File: config.mk
export PLATFORM = sky130hd
export DESIGN_NAME = seq_mult_flat
export DESIGN_NICKNAME = d
export VERILOG_FILES = /design/src/rtl/seq_mult_if.sv /design/src/rtl/seq_mult.sv /design/src/flat_wrapper.sv
export SDC_FILE = /design/constraint.sdc
export NUM_CORES = 1
export LEC_CHECK = 0
export CORE_MARGIN = 2
export CORE_UTILIZATION = 50
export DETAILED_ROUTE_END_ITERATION = 10
export GPL_TIMING_DRIVEN = 0
export PLACE_DENSITY = 0.81
export SYNTH_ARGS = -nofsm -noshare
export SYNTH_HDL_FRONTEND = slang
export SYNTH_SLANG_ARGS = --single-unit
File: constraint.sdc
create_clock -name clk -period 4.93 [get_ports clk]
set_input_delay 1.479 -clock clk [delete_from_list [all_inputs] [get_ports clk]]
set_output_delay 1.479 -clock clk [all_outputs]
set_load 0.02 [all_outputs]
File: src/rtl/seq_mult_if.sv
// Operand/result bundle for seq_mult: request side (start/stop/operands) and status/result side.
interface seq_mult_if #(
    parameter int WIDTH = 6
);
    logic                   start;
    logic                   stop;
    logic [WIDTH-1:0]       in1;
    logic [WIDTH-1:0]       in2;
    logic                   busy;
    logic                   Done;
    logic [2*WIDTH-1:0]     mult_out;

    modport master (
        output start, stop, in1, in2,
        input  busy, Done, mult_out
    );

    modport slave (
        input  start, stop, in1, in2,
        output busy, Done, mult_out
    );
endinterface

File: src/rtl/seq_mult.sv
// Shift-and-add unsigned multiplier, one multiplier bit per cycle; build option SEQ_MULT_EARLY_EXIT_EN.
// Purpose: WIDTH x WIDTH -> 2*WIDTH product from a start pulse, abortable with stop.
// Latency: WIDTH edges from accept to Done (early-exit build: up to the highest set bit of in2, min 1).
// Backpressure: none; start is ignored while busy, caller must wait for busy to drop.
module seq_mult #(
    parameter int WIDTH = 6
) (
    input  logic        clk,
    input  logic        rst_n,
    seq_mult_if.slave   bus
);
    localparam int PW = 2 * WIDTH;
    localparam int CW = $clog2(WIDTH + 1);

    typedef enum logic [1:0] {IDLE, RUN, FIN} state_t;

    state_t           state;
    state_t           state_nxt;
    logic [PW-1:0]    mcand;
    logic [PW-1:0]    acc;
    logic [PW-1:0]    acc_nxt;
    logic [PW-1:0]    prod;
    logic [WIDTH-1:0] mplier;
    logic [CW-1:0]    cnt;
    logic             last;

    assign acc_nxt = acc + (mplier[0] ? mcand : '0);

`ifdef SEQ_MULT_EARLY_EXIT_EN
    // Finish as soon as no set multiplier bits remain above the one being consumed.
    assign last = (mplier[WIDTH-1:1] == '0) || (cnt == CW'(WIDTH - 1));
`else
    assign last = (cnt == CW'(WIDTH - 1));
`endif

    always_comb begin
        state_nxt = state;
        case (state)
            IDLE:    if (bus.start) state_nxt = RUN;
            RUN: begin
                if (bus.stop)  state_nxt = IDLE;
                else if (last) state_nxt = FIN;
            end
            FIN:     state_nxt = IDLE;
            default: state_nxt = IDLE;
        endcase
    end

    always_ff @(posedge clk or negedge rst_n) begin
        if (!rst_n) state <= IDLE;
        else        state <= state_nxt;
    end

    always_ff @(posedge clk or negedge rst_n) begin
        if (!rst_n) begin
            mcand  <= '0;
            mplier <= '0;
            acc    <= '0;
            cnt    <= '0;
            prod   <= '0;
        end else begin
            case (state)
                IDLE: begin
                    if (bus.start) begin
                        mcand  <= {{WIDTH{1'b0}}, bus.in1};
                        mplier <= bus.in2;
                        acc    <= '0;
                        cnt    <= '0;
                    end
                end
                RUN: begin
                    // An aborted iteration leaves the product register untouched.
                    if (!bus.stop) begin
                        acc    <= acc_nxt;
                        mplier <= mplier >> 1;
                        mcand  <= mcand << 1;
                        cnt    <= cnt + CW'(1);
                        if (last) prod <= acc_nxt;
                    end
                end
                default: ;
            endcase
        end
    end

    assign bus.busy     = (state != IDLE);
    assign bus.Done     = (state == FIN);
    assign bus.mult_out = prod;
endmodule

File: src/flat_wrapper.sv
// flat-port wrapper written by rule: the top's interface ports become plain ports
module seq_mult_flat 
#(
    parameter int WIDTH = 6
)
  (clk, rst_n, bus_start, bus_stop, bus_in1, bus_in2, bus_busy, bus_Done, bus_mult_out);
  seq_mult_if #(.WIDTH(WIDTH)) bus_i ();
  input  logic clk;
  input  logic rst_n;
  input wire logic [$bits(bus_i.start)-1:0] bus_start;
  input wire logic [$bits(bus_i.stop)-1:0] bus_stop;
  input wire logic [$bits(bus_i.in1)-1:0] bus_in1;
  input wire logic [$bits(bus_i.in2)-1:0] bus_in2;
  output wire logic [$bits(bus_i.busy)-1:0] bus_busy;
  output wire logic [$bits(bus_i.Done)-1:0] bus_Done;
  output wire logic [$bits(bus_i.mult_out)-1:0] bus_mult_out;
  assign bus_i.start = bus_start;
  assign bus_i.stop = bus_stop;
  assign bus_i.in1 = bus_in1;
  assign bus_i.in2 = bus_in2;
  assign bus_busy = bus_i.busy;
  assign bus_Done = bus_i.Done;
  assign bus_mult_out = bus_i.mult_out;
  seq_mult #(.WIDTH(WIDTH)) u_core (.clk(clk), .rst_n(rst_n), .bus(bus_i));
endmodule
[Yosys cells after proc, flatten, opt, wreduce, memory -nomap -nowiden]
Cells that the tools add are included.
Storage, ports and cells
  register bits: 47
  bits in latches: 0
  RAM bits: 0
  bits in read-only memories: 0
  input port bits: 16
  output and inout bits: 14
  logic and storage cells: 38
  memories kept: 0
Cells by class
  add/subtract/negate cells: 2
  $mul: 0
  divide/modulo/power cells: 0
  magnitude comparators: 0
  equal/unequal tests: 6
  shifts and indexed selects: 0
  multiplexer cells: 17
  bitwise operators: 1
  reductions and logical operators: 6
Operator list (count)
  12-bit two-way mux: 5
  12-bit case mux with 2 select lines: 2
  12-bit adder: 1
  6-bit two-way mux: 2
  6-bit case mux with 2 select lines: 1
  2-bit two-way mux: 3
  3-bit two-way mux: 2
  3-bit case mux with 2 select lines: 1
  3-bit AND reduction: 2
  2-bit inequality test, second input constant: 2
  2-bit case mux with 2 select lines: 1
  2-bit nonzero test: 2
  3-bit by 1-bit adder with 3-bit output, second input constant: 1
  3-bit == test, second input constant: 1
  3-bit by 2-bit inequality test with 1-bit output, second input constant: 1
  2-bit by 1-bit == test with 1-bit output, second input constant: 1
  2-bit == test, second input constant: 1
  2-bit zero test: 1
  2-bit AND reduction: 1
  1-bit NOT: 1

[Longest topological paths before layout]
Gate-level depths: netlist of run 1.
  depth in word-level cells: 4
  mapped depth: 9
  mapped depth without buffers: 9

[Worst setup path after synthesis of run 1]
No wires, ideal clock.
  path type: input -> register
  start point: in bus_start
  end point: reg u_core.acc[10]
  library setup time: 122 ps
  arrival: 2235 ps
  data required time: 4808 ps
  setup slack: 2574 ps
  cell stages on the path: 6
  buffers on the path: 2
  cell sequence: inv_1 > nor2_4 > nor2_1 > buf_2 > buf_6 > a32o_1
Between the ends
  word-level cells in the longest chain between the ends: 2
RTL lines
  start, declared: RTL line flat_wrapper.sv:10  | input wire logic [$bits(bus_i.start)-1:0] bus_start;
  2-bit inequality test (no line)
  3-bit AND reduction (no line)
  end signal, assigned: RTL line seq_mult.sv:74  | acc <= acc_nxt;
  end, declared: RTL line seq_mult.sv:20  | logic [PW-1:0] acc;
Every way passes these cells.
A chain may end at the register's enable or synchronous reset.

[Final worst setup path of run 1]
  start point: reg u_core.state[0]
  end point: out bus_busy
Between the ends
  word-level cells in the longest chain between the ends: 1
RTL lines
  start, declared: RTL line seq_mult.sv:17  | state_t state;
  start signal, assigned: RTL line seq_mult.sv:51  | else state <= state_nxt;
  2-bit nonzero test: RTL line seq_mult.sv:86  | assign bus.busy = (state != IDLE);
  end, declared: RTL line flat_wrapper.sv:14  | output wire logic [$bits(bus_i.busy)-1:0] bus_busy;
Every way passes these cells.

==> impl_metrics.py, run 1 <==
metrics = {
    "sta": {
        "hold_viol_final": 0,
        "fmax_mhz": 325.5,
        "tightest_slew_ns": 0.5564,
        "hold_slack_ns": 0.4820,
        "fin_skew_ns": 0.008323,
        "tns_ns": 0,
        "finalCritPeriodShare_pct": 62.31,
        "rsz0062_at_grt": "no",
        "fin_ws_ns": 1.858,
        "setup-violations-final": 0,
        "slew_headroom_pct": 62.91,
        "drv_slew": 0,
        "period_needed_ns": 3.072,
    },
    "drt": {
        "dr.first_iter.drc_count": 89,
        "drtAntennaViolNets": 0,
        "via_per_inst": 5.303,
        "firstDrtPassIters": 4,
        "drt-total-wl_mm": 4.854,
        "vias": 1819,
        "drc": 0,
        "drt-wirelength-per-cell_um": 14.15,
    },
    "placed_design": {
        "post-place-cells": 335,
        "hpwl_mm": 3.675,
        "dp_slack_ns": 1.845,
        "io_buffers": 29,
        "dpl_cell_area_sq_um": 2825,
        "gp_congestion": 0.8145,
    },
    "cts": {
        "postCtsSetupBuffers": 0,
        "clkSlewWorstSetupHoldPaths_ns": 0.09,
        "cts-htree-levels": 2,
        "cts_tree": "yes",
        "cts.sinks": 47,
        "cts_made_buffers": 5,
        "insertion_delay_ns": 0.31,
        "cts-root-buf": "clkbuf_8",
        "ctsHoldBuffers": 0,
        "ctsResizeCount": 0,
        "cts_buffer_depth": 2,
    },
    "finish": {
        "post-route-util_pct": 61.80,
        "fin_area_sq_um": 2919,
        "antenna_cells": 0,
        "area_growth_pct": 19.83,
        "multi_input_area_sq_um": 1184,
        "final_cell_mix": "nand2_1, dfrtp_1, clkdlybuf4s50_1",
        "n_fill_cell": 397,
        "final_layout_size_suffix_gt1_share_pct": 10.87,
        "instances_no_fill": 343,
        "nNetsFinal": 305,
        "register_area_sq_um": 1176,
    },
    "worst_setup_path": {
        "rr_startpoint": "u_core.mplier[0]$_DFFE_PN0P_",
        "reg2reg_slack_ns": 2.36,
        "cp_max_fo": 4,
        "arrival_ns": 1.59,
        "critical_path_class": "reg2out",
        "start_kind": "register",
        "r2r_end": "u_core.bus.mult_out[9]$_DFFE_PN0P_",
        "required_ns": 3.45,
        "reg2regPathDepth": 9,
        "worstSetupEndpointType": "output port",
    },
    "floorplanning": {
        "io_pins": 30,
        "dieArea_sq_um": 5446,
        "core_area_sq_um": 4723,
        "die_x_um": 73.80,
        "start_util_pct": 51.58,
        "fp.dieH_um": 73.80,
        "rows": 25,
    },
    "outcome": {
        "status": "complete, no violations",
    },
    "logic_synthesis": {
        "netlist_top_cells_area": "dfrtp_1, nand2_1, ha_1",
        "netlist_area_sq_um": 2436,
        "synth_top_area_share_pct": 48.28,
        "synthSimpleGateAreaFrac_pct": 14.54,
        "synth_top_family_by_area": "compound AO/OA/AOI/OAI gates",
        "synth_xor_xnor_area_share_pct": 3.955,
        "yosysTopAreaCell": "dfrtp_1",
        "synth-compound-area-share_pct": 16.90,
        "synthAdderAreaFrac_pct": 7.499,
        "synth_mux_area_share_pct": 5.701,
        "ys_types": 40,
        "yosys_warnings": 0,
        "synth-edff-count": 0,
        "async_flop_share_pct": 100.0,
        "synth-seq-area-share_pct": 48.28,
        "syn_inst": 238,
        "synth-main-ff-cell": "dfrtp_1",
        "postSynthAreaPerCell_sq_um": 10.24,
        "ys_ff_latch": 47,
        "syn_nets": 268,
    },
    "pwr": {
        "ir_drop_mv": 0.2591,
        "p_per_area_nw_per_um2": 376.1,
        "swShare_pct": 35.16,
        "p_clk_share_pct": 22.0,
        "p_leak_nw": 1.397,
        "power_mw": 1.098,
        "intPower_uw": 711.9,
        "sequentialPowerShare_pct": 46.8,
        "switchingPower_uw": 386.1,
        "p_comb_share_pct": 31.2,
    },
    "hold_path": {
        "min_from": "u_core.bus.mult_out[1]$_DFFE_PN0P_",
        "hold_path_class": "reg2reg",
        "min_path_cells": 2,
        "holdPathEnd": "u_core.bus.mult_out[1]$_DFFE_PN0P_",
    },
    "global_route": {
        "grt_usage_pct": 20.03,
        "grt_pass1_vias": 1782,
        "antenna_found_initial": 0,
        "grt_pass1_wl_mm": 8.217,
        "grt_overflow": 0,
        "grt_max_degree": 34,
    },
    "job": {
        "maxCapViolCount": 0,
    },
}
## sequential cells by signal (all words and copies together) (netlist names)
signal / cells
u_core.state: 2
u_core.mcand: 12
u_core.acc: 12
u_core.cnt: 3
u_core.bus.mult_out: 12
u_core.mplier: 6
## cell type report
class / instances / share of cell area, %
Buffer: 10 / 1.843
Clock buffer: 5 / 2.357
Clock inverter: 3 / 0.8573
Inverter: 6 / 0.7715
Multi-Input combinational cell: 175 / 40.55
Sequential cell: 47 / 40.29
Tap cell: 67 / 2.872
Timing Repair Buffer: 30 / 10.46
## layer usage
layer	wire (um)	GRT usage [%]
met3	227	4.801
met1	2249	25.66
met5	0	0
met4	57	5.253
met2	2319	33.93
## Yosys cell counts, types with 3 or more instances
cell type  number
nand2_1        47
and2_1         12
o21ai_0        24
xnor2_1         4
mux2_2          7
a21oi_1        10
a22o_1          8
buf_2           4
a22oi_1         4
a21o_1          4
nor2_1          3
mux2i_1         6
xor2_1          7
dfrtp_1        47
ha_1           13
inv_1           5
## worst max-delay path, stage by stage, from the launching register on
cell and delay [ns]:
dfrtp_1 0.41, or2_2 0.34, clkdlybuf4s50_1 0.55
## logic make-up (layout without fill, tap and decap cells)
kind of cell               Yosys count  count (layout)
AOI/OAI and AO/OA                   63              63
xor gates and xnor gates            11              11
adders and majority gates           14              14
buffers and inverters               16              54
DFF                                 47              47
muxes                               13              13
and+or+nand+nor                     74              74
## how the worst max path moves through the flow
stage                                      startpoint                            endpoint  slack (ns)  cells after the start
after global placement                          rst_n           u_core.cnt[2]$_DFFE_PN0P_        1.09                      1
after CTS                 u_core.state[0]$_DFFE_PN0P_                            bus_busy        1.85                      2
after detailed placement                     bus_stop  u_core.bus.mult_out[8]$_DFFE_PN0P_        1.84                      5
final                     u_core.state[0]$_DFFE_PN0P_                            bus_busy        1.86                      2
after global routing      u_core.state[0]$_DFFE_PN0P_                            bus_busy        1.81                      2
after floorplan                             bus_start          u_core.acc[10]$_DFFE_PN0P_        2.57                      6
## power groups by stage
stage | logic, mW | registers [mW] | clock network, mW
after floorplan | 0.238 | 0.513 | 0
after global placement | 0.331 | 0.516 | 0
after detailed placement | 0.344 | 0.521 | 0
after CTS | 0.346 | 0.513 | 0.247
after global routing | 0.385 | 0.523 | 0.264
final | 0.342 | 0.514 | 0.242
No activity file was read; power rests on OpenSTA's default activity.
==> inputs of run 2 (changes only) <==
- PLACE_DENSITY: 0.81 -> 0.84
- clock period: 4.93 -> 2.6 ns (I/O delays scaled with it)
==> run 2 against run 1 <==
- clock power up 70%
- critical path type is now reg2reg
- combinational power up 90%
- worst setup slack worse by 1.7 ns
- critical endpoint is now u_core.acc[10]$_DFFE_PN0P_
- non-clock buffer count unchanged
- hold slack worse by 0.087 ns
- utilization down 0.42 points
- highest routed layer unchanged
- cell count down 0.58%
- die area unchanged
==> impl_metrics.py, run 2 (same netlist as run 1, synthesis figures left out) <==
metrics = {
    "worst_setup_path": {
        "critical_path_class": "reg2reg",
        "reg2regPathDepth": 9,
        "required_ns": 2.79,
        "worstSetupEndpointType": "register",
        "start_kind": "register",
        "cp_max_fo": 4,
        "arrival_ns": 2.59,
    },
    "drt": {
        "drt-wirelength-per-cell_um": 14.42,
        "dr.first_iter.drc_count": 139,
        "drtAntennaViolNets": 0,
        "via_per_inst": 5.478,
        "drt-total-wl_mm": 4.916,
        "drc": 0,
        "vias": 1868,
        "firstDrtPassIters": 4,
    },
    "cts": {
        "cts_tree": "yes",
        "cts.sinks": 47,
        "postCtsSetupBuffers": 0,
        "cts_made_buffers": 5,
        "cts_buffer_depth": 2,
        "clkSlewWorstSetupHoldPaths_ns": 0.08,
        "ctsHoldBuffers": 0,
        "insertion_delay_ns": 0.30,
        "cts-root-buf": "clkbuf_8",
        "cts-htree-levels": 2,
    },
    "finish": {
        "n_fill_cell": 420,
        "register_area_sq_um": 1176,
        "multi_input_area_sq_um": 1184,
        "fin_area_sq_um": 2899,
        "nNetsFinal": 305,
        "post-route-util_pct": 61.38,
        "final_cell_mix": "nand2_1, dfrtp_1, clkdlybuf4s50_1",
        "area_growth_pct": 19.00,
        "antenna_cells": 0,
        "final_layout_size_suffix_gt1_share_pct": 10.22,
    },
    "job": {
        "maxCapViolCount": 0,
    },
    "pwr": {
        "p_leak_nw": 1.393,
        "ir_drop_mv": 0.4594,
        "p_per_area_nw_per_um2": 701.7,
    },
    "sta": {
        "period_needed_ns": 2.399,
        "drv_slew": 0,
        "fin_skew_ns": 0.006782,
        "tightest_slew_ns": 0.5371,
        "fmax_mhz": 416.9,
        "slew_headroom_pct": 64.20,
        "finalCritPeriodShare_pct": 92.25,
        "hold_viol_final": 0,
        "fin_ws_ns": 0.2014,
        "tns_ns": 0,
        "setup-violations-final": 0,
        "rsz0062_at_grt": "no",
    },
    "placed_design": {
        "dp_slack_ns": 0.1567,
        "io_buffers": 29,
        "gp_congestion": 0.8567,
        "hpwl_mm": 3.799,
        "dpl_cell_area_sq_um": 2825,
    },
    "floorplanning": {
        "die_x_um": 73.80,
        "fp.dieH_um": 73.80,
        "io_pins": 30,
        "dieArea_sq_um": 5446,
        "rows": 25,
        "core_area_sq_um": 4723,
        "start_util_pct": 51.58,
    },
    "outcome": {
        "status": "complete, no violations",
    },
    "global_route": {
        "grt_overflow": 0,
        "grt_usage_pct": 20.56,
        "antenna_found_initial": 0,
        "grt_pass1_vias": 1810,
        "grt_pass1_wl_mm": 8.431,
        "grt_max_degree": 31,
    },
    "hold_path": {
        "hold_path_class": "in2async",
    },
}
## run 2: cell count changes in the layout (fill, tap and decap cells not counted), sizes merged
| cell | change |
|---|---|
| clkbuf | +1 |
| clkinv | -2 |
| clkinvlp | -1 |
## run 2: layout make-up
type,instances,area share (%)
Buffer,10,1.899
Tap cell,67,2.892
Inverter,6,0.7769
Clock buffer,6,2.503
Timing Repair Buffer,30,10.53
Sequential cell,47,40.57
Multi-Input combinational cell,175,40.83
## run 2: layer usage
metal	share of wire (%)	track usage [%]
met1	43	25.86
met2	49	35.32
met3	5.4	4.252
met4	1.5	6.465
met5	0	0
## run 2: final timing paths
path | startpoint | to | slack, ns
worst max register to register | u_core.mplier[0]$_DFFE_PN0P_ | u_core.acc[10]$_DFFE_PN0P_ | 0.20
worst min-delay path | rst_n | u_core.bus.mult_out[3]$_DFFE_PN0P_ | 0.40
worst min register to register | u_core.bus.mult_out[1]$_DFFE_PN0P_ | u_core.bus.mult_out[1]$_DFFE_PN0P_ | 0.48
worst max-delay path | u_core.mplier[0]$_DFFE_PN0P_ | u_core.acc[10]$_DFFE_PN0P_ | 0.20
min in group clk | u_core.bus.mult_out[1]$_DFFE_PN0P_ | u_core.bus.mult_out[1]$_DFFE_PN0P_ | 0.48
max in group asynchronous | rst_n | u_core.acc[10]$_DFFE_PN0P_ | 1.71
## run 2: stage by stage
step / std cells / hold slack (ns) / total power [mW]
CTS: 341 / 0.4072 / 2.048
global route: 341 / 0.4231 / 2.167
detailed placement: 335 / 0.4690 / 1.643
global placement: 334 / 0.4604 / 1.600
finish: 341 / 0.3951 / 2.034
floorplan: 238 / 0.4463 / 1.424
## run 2: timing repair
action,in CTS,in global routing
endpoints found under the hold margin,0,0
resized for setup,0,2
setup endpoints to repair,0,2
## run 2: worst max-delay path: stages (launching register included)
cell	delay, ns
dfrtp_1	0.42
and2_1	0.15
ha_1	0.22
inv_1	0.08
fa_1	0.25
nor2b_4	0.06
o31ai_2	0.28
a21oi_1	0.15
or3_1	0.40
a32o_1	0.27
## run 2: where the power goes
part / internal, mW / switching [mW] / total (mW)
combinational: 0.285 / 0.364 / 0.649
sequential: 0.873 / 0.101 / 0.974
clock: 0.180 / 0.231 / 0.411
